**config.mk**
```make
export PLATFORM = sky130hd
export DESIGN_NAME = onehot_seq_decoder_flat
export DESIGN_NICKNAME = d
export VERILOG_FILES = /design/src/rtl/viterbi_pkg.sv /design/src/rtl/onehot_seq_decoder_if.sv /design/src/rtl/onehot_seq_decoder.sv /design/src/flat_wrapper.sv
export SDC_FILE = /design/constraint.sdc
export NUM_CORES = 1
export LEC_CHECK = 0
export CORE_AREA = 2 2 52 54
export CTS_CLUSTER_DIAMETER = 120
export DETAILED_ROUTE_END_ITERATION = 8
export DIE_AREA = 0 0 54 56
export GPL_ROUTABILITY_DRIVEN = 1
export MAX_ROUTING_LAYER = met4
export PLACE_DENSITY = 0.75
export SLEW_MARGIN = 20
export SYNTH_ARGS = -nofsm -noshare
export SYNTH_HDL_FRONTEND = slang
export SYNTH_SLANG_ARGS = --single-unit
```
**constraint.sdc**
```tcl
create_clock -name clk -period 1.7 [get_ports clk]
set_input_delay 0.34 -clock clk [delete_from_list [all_inputs] [get_ports clk]]
set_output_delay 0.34 -clock clk [all_outputs]
set_load 0.05 [all_outputs]
```
**src/rtl/viterbi_pkg.sv**
```systemverilog
// Shared Viterbi datapath definitions: one-hot decoder defaults, its state
// type, and the one-hot generator used by onehot_seq_decoder.
package viterbi_pkg;

    localparam int ONEHOT_N_DEFAULT = 11;
    localparam int ONEHOT_N_MAX     = 64;

    typedef enum logic {
        IDLE = 1'b0,
        BUSY = 1'b1
    } onehot_seq_state_t;

    // Widest possible one-hot vector; callers truncate to their own N_OUT.
    // An index at or beyond n yields all zeros.
    function automatic logic [ONEHOT_N_MAX-1:0] f_onehot(input int unsigned idx,
                                                          input int unsigned n);
        logic [ONEHOT_N_MAX-1:0] vec;
        vec = '0;
        if (idx < n && idx < ONEHOT_N_MAX) begin
            vec[idx[5:0]] = 1'b1;
        end
        return vec;
    endfunction

endpackage

```
**src/rtl/onehot_seq_decoder_if.sv**
```systemverilog
// Request/response handshake bundle for onehot_seq_decoder.
// slave = decoder side, master = requester/consumer side.
interface onehot_seq_decoder_if
    import viterbi_pkg::*;
#(
    parameter int N_OUT = ONEHOT_N_DEFAULT,
    parameter int IDX_W = $clog2(N_OUT)
) ();

    logic             in_valid;
    logic             in_ready;
    logic [IDX_W-1:0] in_idx;
    logic             in_sweep;

    logic             out_valid;
    logic             out_ready;
    logic [N_OUT-1:0] out_onehot;
    logic [IDX_W-1:0] out_idx;
    logic             out_last;

    logic             err_range;

    modport slave (
        input  in_valid, in_idx, in_sweep, out_ready,
        output in_ready, out_valid, out_onehot, out_idx, out_last, err_range
    );

    modport master (
        output in_valid, in_idx, in_sweep, out_ready,
        input  in_ready, out_valid, out_onehot, out_idx, out_last, err_range
    );

endinterface

```
**src/rtl/onehot_seq_decoder.sv**
```systemverilog
// Registered, handshaked binary-to-one-hot decoder with optional upward sweep.
// Build option: define ONEHOT_SEQ_WRAP_EN to make sweeps wrap through all N_OUT positions.
module onehot_seq_decoder
    import viterbi_pkg::*;
#(
    parameter int N_OUT = ONEHOT_N_DEFAULT,
    parameter int IDX_W = $clog2(N_OUT)
) (
    input  logic                 clk,
    input  logic                 rst,
    onehot_seq_decoder_if.slave  bus
);

    localparam logic [IDX_W-1:0] LAST_IDX = IDX_W'(N_OUT - 1);

    onehot_seq_state_t state_reg, state_next;
    logic [IDX_W-1:0]  idx_reg, idx_next;
    logic [N_OUT-1:0]  onehot_reg, onehot_next;
    logic              last_reg, last_next;
    logic              sweep_reg, sweep_next;
    logic              err_reg, err_next;

    logic              out_valid;
    logic              in_ready;
    logic              in_fire;
    logic              out_fire;
    logic              in_range;

    logic [IDX_W-1:0]  step_idx;
    logic [N_OUT-1:0]  step_onehot;
    logic              step_last;
    logic [N_OUT-1:0]  load_onehot;
    logic              load_last;

`ifdef ONEHOT_SEQ_WRAP_EN
    logic [IDX_W-1:0]  start_reg, start_next;
    logic [IDX_W-1:0]  end_idx;
`endif

    // Handshake: depends only on registered output state and out_ready.
    assign out_valid = (state_reg == BUSY);
    assign in_ready  = !out_valid || (bus.out_ready && last_reg);
    assign in_fire   = bus.in_valid && in_ready;
    assign out_fire  = out_valid && bus.out_ready;
    assign in_range  = 32'(bus.in_idx) < 32'(N_OUT);

    assign load_onehot = N_OUT'(f_onehot(32'(bus.in_idx), N_OUT));
    assign step_onehot = N_OUT'(f_onehot(32'(step_idx), N_OUT));

`ifdef ONEHOT_SEQ_WRAP_EN
    // A wrapping sweep always covers N_OUT beats, so a fresh sweep is never last.
    assign end_idx   = (start_reg == '0) ? LAST_IDX : start_reg - IDX_W'(1);
    assign step_idx  = (idx_reg == LAST_IDX) ? '0 : idx_reg + IDX_W'(1);
    assign step_last = (step_idx == end_idx);
    assign load_last = !bus.in_sweep;
`else
    assign step_idx  = idx_reg + IDX_W'(1);
    assign step_last = (step_idx == LAST_IDX);
    assign load_last = !bus.in_sweep || (bus.in_idx == LAST_IDX);
`endif

    always_comb begin
        state_next  = state_reg;
        idx_next    = idx_reg;
        onehot_next = onehot_reg;
        last_next   = last_reg;
        sweep_next  = sweep_reg;
        err_next    = 1'b0;
`ifdef ONEHOT_SEQ_WRAP_EN
        start_next  = start_reg;
`endif

        if (out_fire) begin
            if (last_reg) begin
                state_next  = IDLE;
                onehot_next = '0;
                last_next   = 1'b0;
                sweep_next  = 1'b0;
            end else if (sweep_reg) begin
                idx_next    = step_idx;
                onehot_next = step_onehot;
                last_next   = step_last;
            end
        end

        // A new accept only happens when idle or on the last fire, so it
        // overrides the retire above and loads without a bubble.
        if (in_fire) begin
            if (in_range) begin
                state_next  = BUSY;
                idx_next    = bus.in_idx;
                onehot_next = load_onehot;
                last_next   = load_last;
                sweep_next  = bus.in_sweep;
`ifdef ONEHOT_SEQ_WRAP_EN
                start_next  = bus.in_idx;
`endif
            end else begin
                err_next    = 1'b1;
            end
        end
    end

    always_ff @(posedge clk or posedge rst) begin
        if (rst) begin
            state_reg  <= IDLE;
            idx_reg    <= '0;
            onehot_reg <= '0;
            last_reg   <= 1'b0;
            sweep_reg  <= 1'b0;
            err_reg    <= 1'b0;
`ifdef ONEHOT_SEQ_WRAP_EN
            start_reg  <= '0;
`endif
        end else begin
            state_reg  <= state_next;
            idx_reg    <= idx_next;
            onehot_reg <= onehot_next;
            last_reg   <= last_next;
            sweep_reg  <= sweep_next;
            err_reg    <= err_next;
`ifdef ONEHOT_SEQ_WRAP_EN
            start_reg  <= start_next;
`endif
        end
    end

    assign bus.in_ready   = in_ready;
    assign bus.out_valid  = out_valid;
    assign bus.out_onehot = onehot_reg;
    assign bus.out_idx    = idx_reg;
    assign bus.out_last   = last_reg;
    assign bus.err_range  = err_reg;

endmodule
```
**src/flat_wrapper.sv**
```systemverilog
// flat-port wrapper written by rule: the top's interface ports become plain ports
module onehot_seq_decoder_flat import viterbi_pkg::*;
#(
    parameter int N_OUT = ONEHOT_N_DEFAULT,
    parameter int IDX_W = $clog2(N_OUT)
)
  (clk, rst, bus_in_valid, bus_in_idx, bus_in_sweep, bus_out_ready, bus_in_ready, bus_out_valid, bus_out_onehot, bus_out_idx, bus_out_last, bus_err_range);
  onehot_seq_decoder_if #(.N_OUT(N_OUT), .IDX_W(IDX_W)) bus_i ();
  input  logic clk;
  input  logic rst;
  input wire logic [$bits(bus_i.in_valid)-1:0] bus_in_valid;
  input wire logic [$bits(bus_i.in_idx)-1:0] bus_in_idx;
  input wire logic [$bits(bus_i.in_sweep)-1:0] bus_in_sweep;
  input wire logic [$bits(bus_i.out_ready)-1:0] bus_out_ready;
  output wire logic [$bits(bus_i.in_ready)-1:0] bus_in_ready;
  output wire logic [$bits(bus_i.out_valid)-1:0] bus_out_valid;
  output wire logic [$bits(bus_i.out_onehot)-1:0] bus_out_onehot;
  output wire logic [$bits(bus_i.out_idx)-1:0] bus_out_idx;
  output wire logic [$bits(bus_i.out_last)-1:0] bus_out_last;
  output wire logic [$bits(bus_i.err_range)-1:0] bus_err_range;
  assign bus_i.in_valid = bus_in_valid;
  assign bus_i.in_idx = bus_in_idx;
  assign bus_i.in_sweep = bus_in_sweep;
  assign bus_i.out_ready = bus_out_ready;
  assign bus_in_ready = bus_i.in_ready;
  assign bus_out_valid = bus_i.out_valid;
  assign bus_out_onehot = bus_i.out_onehot;
  assign bus_out_idx = bus_i.out_idx;
  assign bus_out_last = bus_i.out_last;
  assign bus_err_range = bus_i.err_range;
  onehot_seq_decoder #(.N_OUT(N_OUT), .IDX_W(IDX_W)) u_core (.clk(clk), .rst(rst), .bus(bus_i));
endmodule
```
==> impl_metrics.tcl, run 1 <==
set metrics [dict create \
    setup_tns_ns 0 \
    routed_wirelength_um 2660 \
    io_pins 28 \
    path_max_fanout 7 \
    power.density_nw_per_um2 1800 \
    nets 169 \
    ir_worst_vdd_mv 1.54 \
    startpoint_type "flip-flop" \
    insertion_delay_ns 0.29 \
    post_drt_wl_per_cell_um 14.5 \
    cts_tree "yes" \
    first_global_vias 957 \
    viasPerCell 5.55 \
    cts.root.buffer_cell "clkbuf_4" \
    hpwl_um 2070 \
    post-route-period-util 0.959 \
    synth_area_um2 1110 \
    fin_crit_ns 1.63 \
    drc 0 \
    grt_max_degree 20 \
    syn_avg_cell_area_um2 10.1 \
    finalSetupViolCount 0 \
    rows 18 \
    hp-class "input pin to async pin" \
    crit_chain "a21bo_2 > buf_4 > buf_12" \
    grt_pass1_wl_um 4400 \
    holdBufCountCts 0 \
    finalMaxSlewViolations 0 \
    antenna_found_initial 0 \
    p_leak_nw 0.741 \
    overflow 0 \
    rsz0062_at_grt "false" \
    drt-initial-drc-count 23 \
    vias 1022 \
    clk_pin_slew_ns 0.11 \
    fillers 214 \
    gp_congestion 0.856 \
    timing.fmax_mhz 613 \
    clk_path_buf_depth 2 \
    initial_core_util 0.456 \
    p_total_mw 2.80 \
    cp_slowest_stage_delay_ns 0.46 \
    slowest_stage "dfrtp_2" \
    antenna_cells 0 \
    drtPass1Iterations 4 \
    path_class "flip-flop to output pin" \
    ys_warn_count 0 \
    fin_skew_ns 0.00162 \
    worst_pin_slew_ns 0.341 \
    final_antenna_net_count 0 \
    io_buffers 27 \
    numClockSinks 19 \
    synth_nets 124 \
    maxCapViolations 0 \
    synth_cells 110 \
    dieArea_um2 3020 \
    ys_seq_area_frac 0.428 \
    synth.ff_latch_count 19 \
    grt_use_total 0.196 \
    drive_above_1_share 0.338 \
    slew_headroom 0.773 \
    critical_path.top_delay_family "flip-flops" \
    design.core.area_um2 2430 \
    required_ns 1.36 \
    htreeDepth 1 \
    area_growth_pct 40.2 \
    status "completed" \
    largest_register_ffs 11 \
    path_buf_inv 2 \
    die_h_um 56 \
    synth_cell_types 31 \
    dieWidth_um 54 \
    cp-end-kind "output pin" \
    rrSetupSlack_ns 0.08 \
    worstPathArrival_ns 1.29 \
    hold_viol_final 0 \
    cts-buffers-inserted 3 \
]
==> where the power goes <==
| group | total, mW | switching (mW) | internal, mW |
|---|---|---|---|
| sequential | 0.768 | 0.163 | 0.604 |
| clock | 0.230 | 0.139 | 0.0912 |
| combinational | 1.81 | 1.05 | 0.758 |
| total | 2.80 | 1.35 | 1.45 |
==> worst paths after layout <==
path,start,end,cells after the start
worst min-delay path,rst,u_core.bus.out_onehot[2]$_DFF_PP0_,3
min in group clk,u_core.bus.out_onehot[4]$_DFF_PP0_,u_core.bus.out_onehot[4]$_DFF_PP0_,1
max in group asynchronous,rst,u_core.bus.out_idx[1]$_DFF_PP0_,3
worst min register to register,u_core.bus.out_onehot[4]$_DFF_PP0_,u_core.bus.out_onehot[4]$_DFF_PP0_,1
worst max register to register,u_core.bus.out_idx[0]$_DFF_PP0_,u_core.bus.out_onehot[10]$_DFF_PP0_,5
worst max-delay path,u_core.bus.out_last$_DFF_PP0_,bus_in_ready,3
==> repair_timing <==
item | in CTS | in global routing
gates resized for setup | 1 | 2
setup buffers | 1 | 0
pin swaps | 1 | 0
endpoints found under the hold margin | 0 | 0
setup endpoints to repair | 1 | 6
cloned | 0 | 0
==> placed cells by master (no fill, tap or decap) <==
| master | count |
|---|---|
| buf_4 | 31 |
| o21a_4 | 1 |
| clkbuf_1 | 1 |
| nand4_1 | 1 |
| buf_12 | 5 |
| or2b_1 | 1 |
| a221o_2 | 1 |
| a22o_1 | 1 |
| a21oi_2 | 1 |
| o211ai_4 | 1 |
| a31oi_1 | 1 |
| nand3_1 | 5 |
| a221o_1 | 10 |
| inv_2 | 1 |
| clkdlybuf4s50_1 | 7 |
| o2bb2ai_1 | 1 |
| nand2b_1 | 1 |
| dlymetal6s2s_1 | 1 |
| nor2_1 | 15 |
| a21bo_2 | 2 |
| clkbuf_4 | 3 |
| nor3_1 | 6 |
| mux2i_1 | 2 |
| xnor2_1 | 3 |
| nor3b_1 | 1 |
| ha_1 | 5 |
| and4b_2 | 1 |
| o21ai_0 | 3 |
| dfrtp_2 | 4 |
| a21oi_1 | 3 |
| dfrtp_1 | 15 |
| nand4b_1 | 2 |
| inv_1 | 5 |
| a32o_1 | 2 |
| nand2_1 | 10 |
| a22o_2 | 1 |
==> synthesized netlist by cell type, drive strengths merged <==
library cell   n  area share
a22o           2       0.017
nand4          1      0.0056
nor3           6       0.027
nor2          15       0.051
nand3          5       0.023
o21ai          3       0.014
a32o           2       0.018
o211ai         1       0.019
nand2b         1      0.0056
dfrtp         19        0.43
a21bo          2       0.018
nand2         10       0.034
o21a           1       0.014
o2bb2ai        1      0.0079
nor3b          1      0.0068
a31oi          1      0.0056
a221o         11        0.10
ha             5       0.056
and4b          1       0.010
clkbuf         1      0.0034
nand4b         2       0.016
buf            3       0.030
mux2i          2       0.018
or2b           1      0.0068
a21oi          4       0.021
xnor2          3       0.024
inv            6       0.020
==> per-stage QoR <==
| stage | hold slack [ns] | std cells | util | setup slack (ns) | area, um2 |
|---|---|---|---|---|---|
| 6_report | 0.363 | 184 | 0.640 | 0.0693 | 1560 |
| 5_1_grt | 0.394 | 184 | 0.640 | 0.0194 | 1560 |
| 4_1_cts | 0.381 | 184 | 0.639 | 0.0291 | 1550 |
| 3_5_place_dp | 0.506 | 179 | 0.625 | -0.195 | 1520 |
| 3_3_place_gp | 0.502 | 179 | 0.625 | -0.180 | 1520 |
| 2_1_floorplan | 0.291 | 110 | - | -0.0307 | 1120 |
==> logic make-up after synthesis <==
group,count (synthesis),share of synthesized area
mux,2,0.0180
flops,19,0.428
fa+ha+maj,5,0.0564
buf+inv,10,0.0541
simple gates,43,0.185
compound gates,28,0.234
xor+xnor,3,0.0237
==> final cells by class <==
cell class	instances	area, um2	share of cell area
Tap cell	30	37.5	0.0241
Inverter	6	22.5	0.0145
Timing Repair Buffer	44	415	0.267
Sequential cell	19	480	0.309
Clock buffer	4	26.3	0.0169
Multi-Input combinational cell	81	574	0.369
==> worst reg2reg max path, cell delays in order (launching register included) <==
cell and delay [ns]:
dfrtp_2 0.45, ha_1 0.27, inv_2 0.11, nor3_1 0.06, a22o_1 0.29, a221o_2 0.34
==> layer usage <==
layer,wire (um),global-route usage,vias to the layer above,part of all wire
met5,0,-,-,0
met4,0,0.0286,0,0
met3,205,0.0323,0,0.077
met2,1340,0.319,50,0.50
met1,1110,0.260,479,0.42
li1,-,-,493,-
Power figures use the tool's default switching activity.
==> run 2, diff against run 1 <==
--- a/config.mk
+++ b/config.mk
@@ -10,6 +10,7 @@
 export DETAILED_ROUTE_END_ITERATION = 8
 export DIE_AREA = 0 0 54 56
 export GPL_ROUTABILITY_DRIVEN = 1
+export GPL_TIMING_DRIVEN = 0
 export MAX_ROUTING_LAYER = met4
 export PLACE_DENSITY = 0.75
 export SLEW_MARGIN = 20
==> run 2 against run 1 <==
Net effect:
- largest cell class unchanged
- largest power group unchanged
- utilization fell by 4.3 points
- register-to-register slack barely moved
- non-clock buffer count down 10
- via count shrank 3.7%
- clock skew increased by 0.0024 ns
- sequential share of layout area grew 2.2 points
- critical path type is now input pin to flip-flop
==> impl_metrics.tcl, run 2 (same netlist as run 1, synthesis figures left out) <==
set metrics [dict create \
    cts-buffers-inserted 3 \
    mostFrequentLayoutCells "dlygate4sd2_1 (19), dfrtp_1 (15), nor2_1 (14)" \
    io_buffers 26 \
    power.density_nw_per_um2 1760 \
    numClockSinks 19 \
    timing.fmax_mhz 607 \
    antenna_found_initial 0 \
    dp_slack_ns -0.604 \
    die_h_um 56 \
    drtPass1Iterations 4 \
    drc 0 \
    cts.root.buffer_cell "clkbuf_4" \
    crit_chain "clkdlybuf4s50_1 > a21oi_2 > o211ai_4 > o21a_4 > buf_6 > a221o_1" \
    initial_core_util 0.456 \
    finalSetupViolCount 0 \
    post-route-period-util 0.968 \
    holdBufCountCts 0 \
    switching_share 0.509 \
    p_int_mw 1.25 \
    stdcell_count 174 \
    multiInputGateArea_um2 579 \
    cts_tree "yes" \
    setup_tns_ns 0 \
    antenna_cells 0 \
    slowest_stage "clkdlybuf4s50_1" \
    timing.hold.ws_ns 0.334 \
    regArea_um2 480 \
    drt-initial-drc-count 13 \
    dieArea_um2 3020 \
    nets 159 \
    p_comb_frac 0.614 \
    dieWidth_um 54 \
    required_ns 1.88 \
    cp_slowest_stage_delay_ns 0.51 \
    worstPathArrival_ns 1.83 \
    p_leak_nw 0.701 \
    fillers 237 \
    layout_commonest_cell "dlygate4sd2_1" \
    rows 18 \
    fin_crit_ns 1.65 \
    overflow 0 \
    io_pins 28 \
    largest_register_ffs 11 \
    grt_use_total 0.202 \
    design.core.area_um2 2430 \
    reg2reg_depth 6 \
    clk_pin_slew_ns 0.11 \
    hp-class "input pin to flip-flop" \
    fin_skew_ns 0.00407 \
    fin_area_um2 1450 \
    hpwl_um 1900 \
    viasPerCell 5.66 \
    worst_pin_slew_ns 0.734 \
    vias 984 \
    routed_wirelength_um 2530 \
    grt_pass1_wl_um 4440 \
    first_global_vias 1010 \
    status "completed" \
    grt_max_degree 20 \
    hold_viol_final 0 \
    p_clk_frac 0.090 \
    drive_above_1_share 0.181 \
    finalMaxSlewViolations 0 \
    critical_path.top_delay_family "compound AO/OA/AOI/OAI gates" \
    final_antenna_net_count 0 \
    dp_cells 166 \
    htreeDepth 1 \
    worst_slack_ns 0.0538 \
    insertion_delay_ns 0.29 \
    cp-end-kind "flip-flop" \
    path_max_fanout 10 \
    power_switching_mw 1.30 \
    path_depth 6 \
    area_growth_pct 30.9 \
    p_seq_frac 0.296 \
    postPlaceCellArea_um2 1420 \
    clk_path_buf_depth 2 \
    path_buf_inv 2 \
    path_class "input pin to flip-flop" \
    startpoint_type "input pin" \
    gp_congestion 0.836 \
    rrSetupSlack_ns 0.07 \
    hold_depth 3 \
    post_drt_wl_per_cell_um 14.5 \
    slew_headroom 0.510 \
    ir_worst_vdd_mv 1.49 \
    maxCapViolations 0 \
]
## run 2: cell type report
class	instances	area share
Inverter	6	0.0155
Buffer	4	0.0284
Timing Repair Buffer	30	0.182
Multi-Input combinational cell	81	0.399
Clock inverter	1	0.00345
Sequential cell	19	0.331
Tap cell	30	0.0258
Clock buffer	3	0.0155
## run 2: final timing paths
kind	from	end
setup reg to reg	u_core.bus.out_valid$_DFF_PP0_	u_core.bus.out_onehot[6]$_DFF_PP0_
min in group asynchronous	rst	u_core.bus.out_onehot[0]$_DFF_PP0_
setup / recovery	bus_in_idx[2]	u_core.bus.out_onehot[6]$_DFF_PP0_
max in group asynchronous	rst	u_core.bus.out_valid$_DFF_PP0_
hold reg to reg	u_core.bus.out_onehot[9]$_DFF_PP0_	u_core.bus.out_onehot[9]$_DFF_PP0_
hold / removal	bus_in_idx[1]	u_core.bus.out_idx[1]$_DFF_PP0_
## run 2: per-layer routing
metal	vias to the layer above	wire, um	global-route usage	part of all wire
met3	4	88	0.0376	0.035
met4	0	24	0.0714	0.0095
met2	24	1290	0.322	0.51
met5	-	0	-	0
li1	475	-	-	-
met1	481	1120	0.251	0.44
## run 2: power groups by stage
stage	Sequential [mW]	Combinational [mW]	Clock, mW
after floorplan	1.21	0.689	0
after global placement	0.771	1.57	0
after detailed placement	0.776	1.59	0
after CTS	0.755	1.53	0.242
after global routing	0.789	1.69	0.261
final	0.754	1.57	0.229
## run 2: tightest hold or removal path, cell delays in order
cell	delay, ns
buf_6	0.11
nor2_1	0.09
a31oi_1	0.05
## run 2: repair_timing
| action | 4_1_cts | 5_1_grt |
|---|---|---|
| endpoints found under the setup margin | 30 | 9 |
| gates cloned | 0 | 0 |
| hold endpoints to repair | 0 | 0 |
| buffers inserted | 3 | 1 |
| gates resized for setup | 25 | 6 |
| pin swaps | 1 | 0 |
## run 2: metrics by stage
step / total power, mW / util
after floorplan: 1.90 / -
after global placement: 2.34 / 0.582
after detailed placement: 2.37 / 0.582
after CTS: 2.53 / 0.591
after global routing: 2.74 / 0.597
final: 2.55 / 0.597
==> run 3, diff against run 2 <==
--- a/config.mk
+++ b/config.mk
@@ -5,6 +5,7 @@
 export SDC_FILE = /design/constraint.sdc
 export NUM_CORES = 1
 export LEC_CHECK = 0
+export ABC_CLOCK_PERIOD_IN_PS = 1700
 export CORE_AREA = 2 2 52 54
 export CTS_CLUSTER_DIAMETER = 120
 export DETAILED_ROUTE_END_ITERATION = 8
@@ -12,7 +13,7 @@
 export GPL_ROUTABILITY_DRIVEN = 1
 export GPL_TIMING_DRIVEN = 0
 export MAX_ROUTING_LAYER = met4
-export PLACE_DENSITY = 0.75
+export PLACE_DENSITY = 0.77
 export SLEW_MARGIN = 20
 export SYNTH_ARGS = -nofsm -noshare
 export SYNTH_HDL_FRONTEND = slang
==> run 3 against run 2 <==
Net effect:
- combinational power up 4%
- first-iteration DRC count rose to 4.0 times the previous value
- largest cell class unchanged
- clock power about the same
- setup slack worse by 0.015 ns
- sequential share of layout area down 0.45 points
- register-to-register slack about the same
- critical path depth down 5
- cell area up 1.4%
- clock skew up 0.0058 ns
- power up 2.8%
- non-clock buffer count up 3
==> impl_metrics.tcl, run 3 (same netlist as run 1, synthesis figures left out) <==
set metrics [dict create \
    path_class "flip-flop to output pin" \
    io_buffers 26 \
    grt_use_met1 0.237 \
    viasPerCell 5.78 \
    grt_max_degree 20 \
    status "completed" \
    cts-buffers-inserted 3 \
    hp-class "input pin to flip-flop" \
    drc 0 \
    htreeDepth 1 \
    finalMaxSlewViolations 0 \
    layout_commonest_cell "dlygate4sd2_1" \
    hpwl_um 1980 \
    first_global_vias 978 \
    rows 18 \
    io_pins 28 \
    nets 162 \
    largest_register_ffs 11 \
    final_util 0.605 \
    grt_use_total 0.200 \
    cp-end-kind "output pin" \
    fin_skew_ns 0.00986 \
    p_leak_nw 0.714 \
    dieWidth_um 54 \
    drive_above_1_share 0.190 \
    worstPathArrival_ns 1.32 \
    clk_path_buf_depth 2 \
    slowest_stage "dlygate4sd2_1" \
    mostFrequentLayoutCells "dlygate4sd2_1 (20), dfrtp_1 (15), nor2_1 (14)" \
    power.density_nw_per_um2 1780 \
    antenna_found_initial 0 \
    antenna_cells 0 \
    slew_headroom 0.521 \
    timing.fmax_mhz 602 \
    dp_cells 166 \
    crit_chain "dlygate4sd2_1" \
    dieArea_um2 3020 \
    finalSetupViolCount 0 \
    cp_slowest_stage_delay_ns 0.56 \
    die_h_um 56 \
    grt_use_met3 0.0242 \
    overflow 0 \
    fin_crit_ns 1.66 \
    cts.root.buffer_cell "clkbuf_4" \
    startpoint_type "flip-flop" \
    drtPass1Iterations 4 \
    ir_worst_vdd_mv 1.17 \
    stdcell_count 177 \
    insertion_delay_ns 0.30 \
    cts_tree "yes" \
    vias 1023 \
    post-route-period-util 0.977 \
    gp_congestion 0.798 \
    critical_path.top_delay_family "buffers and inverters" \
    hold_viol_final 0 \
    fillers 227 \
    design.core.area_um2 2430 \
    final_antenna_net_count 0 \
    maxCapViolations 0 \
    path_buf_inv 1 \
    numClockSinks 19 \
    drt-initial-drc-count 52 \
    met2_usage 0.336 \
    worst_pin_slew_ns 0.717 \
    initial_core_util 0.456 \
    clk_pin_slew_ns 0.11 \
    grt_pass1_wl_um 4420 \
    grt-busiest-layer "met2" \
    area_growth_pct 32.7 \
    routed_wirelength_um 2740 \
    rsz0062_at_grt "false" \
    required_ns 1.36 \
    path_max_fanout 6 \
    post_drt_wl_per_cell_um 15.5 \
]
## run 3: worst paths after layout
kind	end	cells after the start	start	slack (ns)
setup / recovery	bus_out_idx[2]	1	u_core.bus.out_idx[2]$_DFF_PP0_	0.04
hold / removal	u_core.bus.out_idx[1]$_DFF_PP0_	3	bus_in_idx[1]	0.34
setup reg to reg	u_core.bus.out_onehot[2]$_DFF_PP0_	5	u_core.bus.out_idx[0]$_DFF_PP0_	0.08
min in group asynchronous	u_core.bus.out_onehot[0]$_DFF_PP0_	2	rst	0.45
max in group asynchronous	u_core.bus.out_valid$_DFF_PP0_	2	rst	0.75
hold reg to reg	u_core.bus.out_onehot[10]$_DFF_PP0_	1	u_core.bus.out_onehot[10]$_DFF_PP0_	0.52
## run 3: stage by stage
stage	TNS, ns	cell area (um2)	total power [mW]	hold slack (ns)	setup slack [ns]
floorplan	-0.307	1120	1.90	0.291	-0.0307
global placement	-4.82	1420	2.34	0.502	-0.602
detailed placement	-5.52	1420	2.38	0.501	-0.604
CTS	0	1440	2.54	0.316	0.00454
global route	0	1470	2.76	0.328	0.00309
finish	0	1470	2.62	0.338	0.0383
## run 3: report_power, final
part | internal (mW) | switching (mW)
Sequential | 0.605 | 0.150
Clock | 0.0914 | 0.137
Combinational | 0.588 | 1.05
## run 3: final cells by class
| type | count | area, um2 | share of cell area |
|---|---|---|---|
| plain buffers | 4 | 41.3 | 0.0280 |
| clock buffers | 4 | 26.3 | 0.0178 |
| inverters | 6 | 22.5 | 0.0153 |
| multi-input cells | 81 | 579 | 0.393 |
| flip-flops and latches | 19 | 480 | 0.326 |
| well taps | 30 | 37.5 | 0.0255 |
| repair buffers | 33 | 285 | 0.194 |
## run 3: worst reg2reg max path: stages (launching register included)
cell and delay (ns):
dfrtp_2 0.47, buf_4 0.16, a21bo_2 0.22, mux2i_1 0.24, a32o_1 0.28, a221o_1 0.18
## run 3: repair_timing
action / 4_1_cts / 5_1_grt
buffers inserted: 3 / 4
pin swaps: 1 / 0
setup endpoints to repair: 30 / 12
gates resized for setup: 25 / 4
gates cloned: 0 / 0
hold buffers: 0 / 0
## run 3: per-layer routing
layer / vias to the layer above / wire, um
met5: - / 0
met4: 0 / 53
met3: 8 / 144
met2: 42 / 1410
met1: 491 / 1130
li1: 482 / -
